## src/rtl/matrix_addsub_pipe.sv

```systemverilog
// Pipelined LANES x W element-wise add/sub with signed overflow flags; 2-stage latency, stalls on out_ready low.
// Define MATRIX_ADDSUB_SAT_EN to saturate overflowing lanes instead of wrapping.
module matrix_addsub_pipe #(
  parameter int W     = 16,
  parameter int LANES = 16
) (
  input  logic               clk,
  input  logic               rst_n,
  input  logic               in_valid,
  output logic               in_ready,
  input  logic               op_sub,
  input  logic [LANES*W-1:0] a_vec,
  input  logic [LANES*W-1:0] b_vec,
  output logic               out_valid,
  input  logic               out_ready,
  output logic [LANES*W-1:0] out_vec,
  output logic [LANES-1:0]   out_ovf,
  output logic [LANES-1:0]   sticky_ovf,
  input  logic               clr_ovf
);

  localparam int VW = LANES * W;

  logic             s1_valid;
  logic [VW-1:0]    s1_a;
  logic [VW-1:0]    s1_b;
  logic             s1_sub;
  logic             s2_adv;
  logic             out_xfer;
  logic [VW-1:0]    nxt_vec;
  logic [LANES-1:0] nxt_ovf;
  logic [W-1:0]     la;
  logic [W-1:0]     lb;
  logic [W-1:0]     lr;
  logic             lov;

  assign s2_adv   = !out_valid || out_ready;
  assign in_ready = !s1_valid || s2_adv;
  assign out_xfer = out_valid && out_ready;

  // Lane slice j maps straight onto ovf bit j, so lane 0 lands in the MSBs of both.
  always_comb begin
    nxt_vec = '0;
    nxt_ovf = '0;
    la      = '0;
    lb      = '0;
    lr      = '0;
    lov     = 1'b0;
    for (int j = 0; j < LANES; j++) begin
      la  = s1_a[j*W +: W];
      lb  = s1_b[j*W +: W];
      lr  = s1_sub ? (la - lb) : (la + lb);
      lov = s1_sub ? ((la[W-1] != lb[W-1]) && (lr[W-1] != la[W-1]))
                   : ((la[W-1] == lb[W-1]) && (lr[W-1] != la[W-1]));
`ifdef MATRIX_ADDSUB_SAT_EN
      // On overflow the true result always carries the sign of a.
      if (lov) lr = la[W-1] ? {1'b1, {(W-1){1'b0}}} : {1'b0, {(W-1){1'b1}}};
`endif
      nxt_vec[j*W +: W] = lr;
      nxt_ovf[j]        = lov;
    end
  end

  always_ff @(posedge clk or negedge rst_n) begin
    if (!rst_n) begin
      s1_valid <= 1'b0;
      s1_a     <= '0;
      s1_b     <= '0;
      s1_sub   <= 1'b0;
    end else if (in_ready) begin
      s1_valid <= in_valid;
      if (in_valid) begin
        s1_a   <= a_vec;
        s1_b   <= b_vec;
        s1_sub <= op_sub;
      end
    end
  end

  always_ff @(posedge clk or negedge rst_n) begin
    if (!rst_n) begin
      out_valid <= 1'b0;
      out_vec   <= '0;
      out_ovf   <= '0;
    end else if (s2_adv) begin
      out_valid <= s1_valid;
      if (s1_valid) begin
        out_vec <= nxt_vec;
        out_ovf <= nxt_ovf;
      end
    end
  end

  // A clear coinciding with a transfer keeps that transfer's events.
  always_ff @(posedge clk or negedge rst_n) begin
    if (!rst_n) begin
      sticky_ovf <= '0;
    end else if (clr_ovf) begin
      sticky_ovf <= out_xfer ? out_ovf : '0;
    end else if (out_xfer) begin
      sticky_ovf <= sticky_ovf | out_ovf;
    end
  end

endmodule

```

## config.mk

```make
export PLATFORM = sky130hd
export DESIGN_NAME = matrix_addsub_pipe
export DESIGN_NICKNAME = d
export VERILOG_FILES = /design/src/rtl/matrix_addsub_pipe.sv
export SDC_FILE = /design/constraint.sdc
export NUM_CORES = 2
export LEC_CHECK = 0
export CAP_MARGIN = 20
export CORE_AREA = 2 2 317 319
export DETAILED_ROUTE_END_ITERATION = 16
export DIE_AREA = 0 0 319 321
export GPL_TIMING_DRIVEN = 1
export HOLD_SLACK_MARGIN = 0.03
export PLACE_DENSITY = 0.81
export SYNTH_ARGS = -nofsm -noshare
export SYNTH_HDL_FRONTEND = slang
export SYNTH_SLANG_ARGS = --single-unit
```

## constraint.sdc

```tcl
create_clock -name clk -period 6.38 [get_ports clk]
set_input_delay 0.957 -clock clk [delete_from_list [all_inputs] [get_ports clk]]
set_output_delay 0.957 -clock clk [all_outputs]
set_load 0.01 [all_outputs]
```

==> impl_metrics.sql <==
INSERT INTO impl_metrics (metric_group, metric, value, unit) VALUES
('setup_path', 'rr_startpoint', 's1_sub$_DFFE_PN0P_', ''),
('run_status', 'run_status', 'finished, final reports clean', ''),
('hold_path', 'hp-class', 'in2async', ''),
('sta', 'post_route_clock_skew', '20.2', 'ps'),
('routing', 'met3_wirelength', '9130', 'µm'),
('final_layout', 'num-fill-cells', '8198', ''),
('global_route', 'grt_first_pass_wirelength', '213000', 'µm'),
('synth', 'synthDominantCellAreaShare', '0.448', ''),
('floorplan', 'io_pins', '808', ''),
('clocking', 'cts.htree.levels', '3', ''),
('setup_path', 'cp_data_required_time', '6900', 'ps'),
('final_layout', 'num-nets-final', '5994', ''),
('final_layout', 'non_filler_instances', '6621', ''),
('clocking', 'numClockSinks', '803', ''),
('sta', 'timing_max_transition_violations_final', '0', ''),
('pwr', 'netSwitchingFraction', '0.366', ''),
('floorplan', 'floorplan.die_area', '102000', 'µm²'),
('setup_path', 'crit_arrival', '4480', 'ps'),
('placed_design', 'dpl.hpwl', '105000', 'µm'),
('pwr', 'internal_power', '0.0148', 'W'),
('global_route', 'number_of_antenna_violations_at_the_first_check_in_global_routing', '52', ''),
('flow_run', 'count_of_max_cap_constraint_violations', '0', ''),
('clocking', 'cts_post_setup_buffers_inserted', '0', ''),
('global_route', 'gr-usage-all-layers', '0.268', ''),
('clocking', 'cts-root-buf', 'clkbuf_16', ''),
('clocking', 'cts.reportedPaths.clkPinSlew', '60', 'ps'),
('final_layout', 'syn_to_final_growth', '28.5', '%'),
('synth', 'avg_inst_size_synth', '10.1', 'µm²'),
('synth', 'yosysWarningCount', '0', ''),
('synth', 'ffs_latches_synth', '803', ''),
('routing', 'route.vias.total', '36515', ''),
('clocking', 'postCtsResizedCells', '0', ''),
('placed_design', 'placed_cells_incl_taps', '6409', ''),
('clocking', 'number_of_buffers_added_by_the_clock_tree_synthesis_step', '91', ''),
('placed_design', 'portBuffers', '807', ''),
('global_route', 'grt_max_degree', '160', ''),
('sta', 'whs', '322', 'ps'),
('pwr', 'finalPower', '0.0233', 'W'),
('routing', 'met2_length', '64800', 'µm'),
('clocking', 'ctsLongestPathBuffers', '3', ''),
('sta', 'final.min_clock_period', '3960', 'ps'),
('synth', 'synth_enable_flop_cells', '0', ''),
('final_layout', 'area.sequential', '20100', 'µm²'),
('synth', 'post_synthesis_cell_type_with_the_largest_combined_area', 'dfrtp_1', ''),
('pwr', 'pwr_density', '404', 'nW/µm²'),
('sta', 'worst-slew-pin-transition', '949', 'ps'),
('setup_path', 'setup.worst_path.start_class', 'flip-flop', ''),
('synth', 'netlist-cell-type-count', '64', ''),
('routing', 'route.detailed.vias_per_inst', '5.52', ''),
('routing', 'maxUsedRoutingLayer', 'met5', ''),
('clocking', 'hold_buffer_count_at_cts', '0', ''),
('setup_path', 'crit_type', 'reg2reg', ''),
('sta', 'finalSetupTns', '0', 'ps'),
('sta', 'timing_hold_violations_final', '0', ''),
('synth', 'synthesis.area', '44900', 'µm²'),
('sta', 'slew_headroom', '0.367', ''),
('synth', 'net_count_synth', '5220', ''),
('synth', 'commonest_cells_post_synth', 'dfrtp_1, nand2_1, mux2_2', ''),
('setup_path', 'cp_slowest_cell', 'a2111oi_1', ''),
('synth', 'async_flop_share', '1.00', ''),
('clocking', 'tritoncts', 'built', ''),
('setup_path', 'critPathMostFrequentCell', 'a21o_1', ''),
('routing', 'detailedRoute.firstPassIterationCount', '8', ''),
('sta', 'final-setup-viol-count', '0', ''),
('sta', 'final_min_period_over_clock_period', '0.621', ''),
('routing', 'wire_length_on_met1', '58100', 'µm'),
('setup_path', 'rr_worst_depth', '11', ''),
('clocking', 'later_pin_clock_latency_in_the_skew_report', '660', 'ps'),
('synth', 'yosysMostFrequentCell', 'dfrtp_1', ''),
('pwr', 'power.share.sequential', '0.324', ''),
('sta', 'grt_setup_unrepaired', 'false', '');
-- state kept, by name (all words and copies together), names as in the netlist --
| name | count |
|---|---|
| s1_b | 256 |
| out_vec | 256 |
| s1_a | 256 |
| s1_valid | 1 |
| s1_sub | 1 |
| out_valid | 1 |
| out_ovf | 16 |
| sticky_ovf | 16 |
-- metrics by stage --
| stage | setup slack, ps | utilization | cell area, µm² |
|---|---|---|---|
| floorplan | 2280 | - | 44900 |
| global placement | 2590 | 0.548 | 54400 |
| detailed placement | 2530 | 0.548 | 54400 |
| CTS | 2520 | 0.580 | 57600 |
| global route | 2170 | 0.581 | 57700 |
| finish | 2420 | 0.581 | 57700 |
-- how the worst max path moves through the flow --
stage,startpoint,endpoint,cells past startpoint
floorplan,s1_sub$_DFFE_PN0P_,out_vec[108]$_DFFE_PN0P_,16
global placement,s1_sub$_DFFE_PN0P_,out_ovf[15]$_DFFE_PN0P_,13
detailed placement,s1_sub$_DFFE_PN0P_,out_ovf[15]$_DFFE_PN0P_,13
CTS,s1_sub$_DFFE_PN0P_,out_ovf[15]$_DFFE_PN0P_,13
global route,s1_sub$_DFFE_PN0P_,out_vec[204]$_DFFE_PN0P_,11
finish,s1_sub$_DFFE_PN0P_,out_vec[204]$_DFFE_PN0P_,11
-- cells by family after synthesis --
| kind of cell | Yosys count | share of synthesized area |
|---|---|---|
| flip-flops | 803 | 0.448 |
| AND/OR/NAND/NOR | 1114 | 0.111 |
| AO/OA/AOI/OAI | 1044 | 0.139 |
| XOR/XNOR | 445 | 0.0878 |
| multiplexers | 435 | 0.109 |
| adder cells (fa/ha/maj) | 272 | 0.0785 |
| buffers and inverters | 317 | 0.0266 |
-- cells in the final DEF (no fill, tap or decap), drive strengths merged, types with 6 or more instances in the layout --
master,count
a2111oi,25
a211oi,8
a21boi,23
a21o,98
a21oi,289
a31oi,50
and2,17
buf,35
bufinv,10
clkbuf,127
clkdlybuf4s50,805
clkinv,17
clkinvlp,8
dfrtp,803
diode,46
fa,16
ha,256
inv,162
mux2,419
mux2i,16
nand2,495
nand2b,56
nand3,41
nor2,240
nor2b,43
nor3,129
nor3b,14
nor4,18
o2111ai,13
o211ai,15
o21a,28
o21ai,384
o31a,28
o31ai,57
or2,6
or3,42
xnor2,352
xor2,93
-- power by group through the flow --
| stage | logic [W] | clock network, W | registers (W) |
|---|---|---|---|
| after floorplan | 0.00587 | 0 | 0.00763 |
| after global placement | 0.00981 | 0 | 0.00755 |
| after detailed placement | 0.0100 | 0 | 0.00758 |
| after CTS | 0.0101 | 0.00568 | 0.00752 |
| after global routing | 0.0111 | 0.00589 | 0.00768 |
| final | 0.0102 | 0.00559 | 0.00755 |
-- routing by layer --
layer  vias up  GRT usage
met1     17721      0.341
met2      1278      0.422
met5         -          0
met4        14      0.157
met3       365     0.0562
li1      17137          -
-- cell type report --
cell class	count	area share
flip-flops and latches	803	0.348
well taps	1298	0.0281
clock buffers	127	0.0466
multi-input cells	3310	0.409
diodes	46	0.00200
inverters	158	0.0103
clock inverters	39	0.00870
repair buffers	840	0.146
-- worst register-to-register path: stages (launching register included) --
cell       delay (ps)
dfrtp_4           450
buf_12            330
mux2i_1           490
fa_1              480
a21o_1            170
a21o_1            220
a2111oi_1         670
o31ai_1           190
a2111oi_0         460
nor3_1            130
xnor2_1           160
o21ai_1            70
Power figures use the tool's default switching activity.
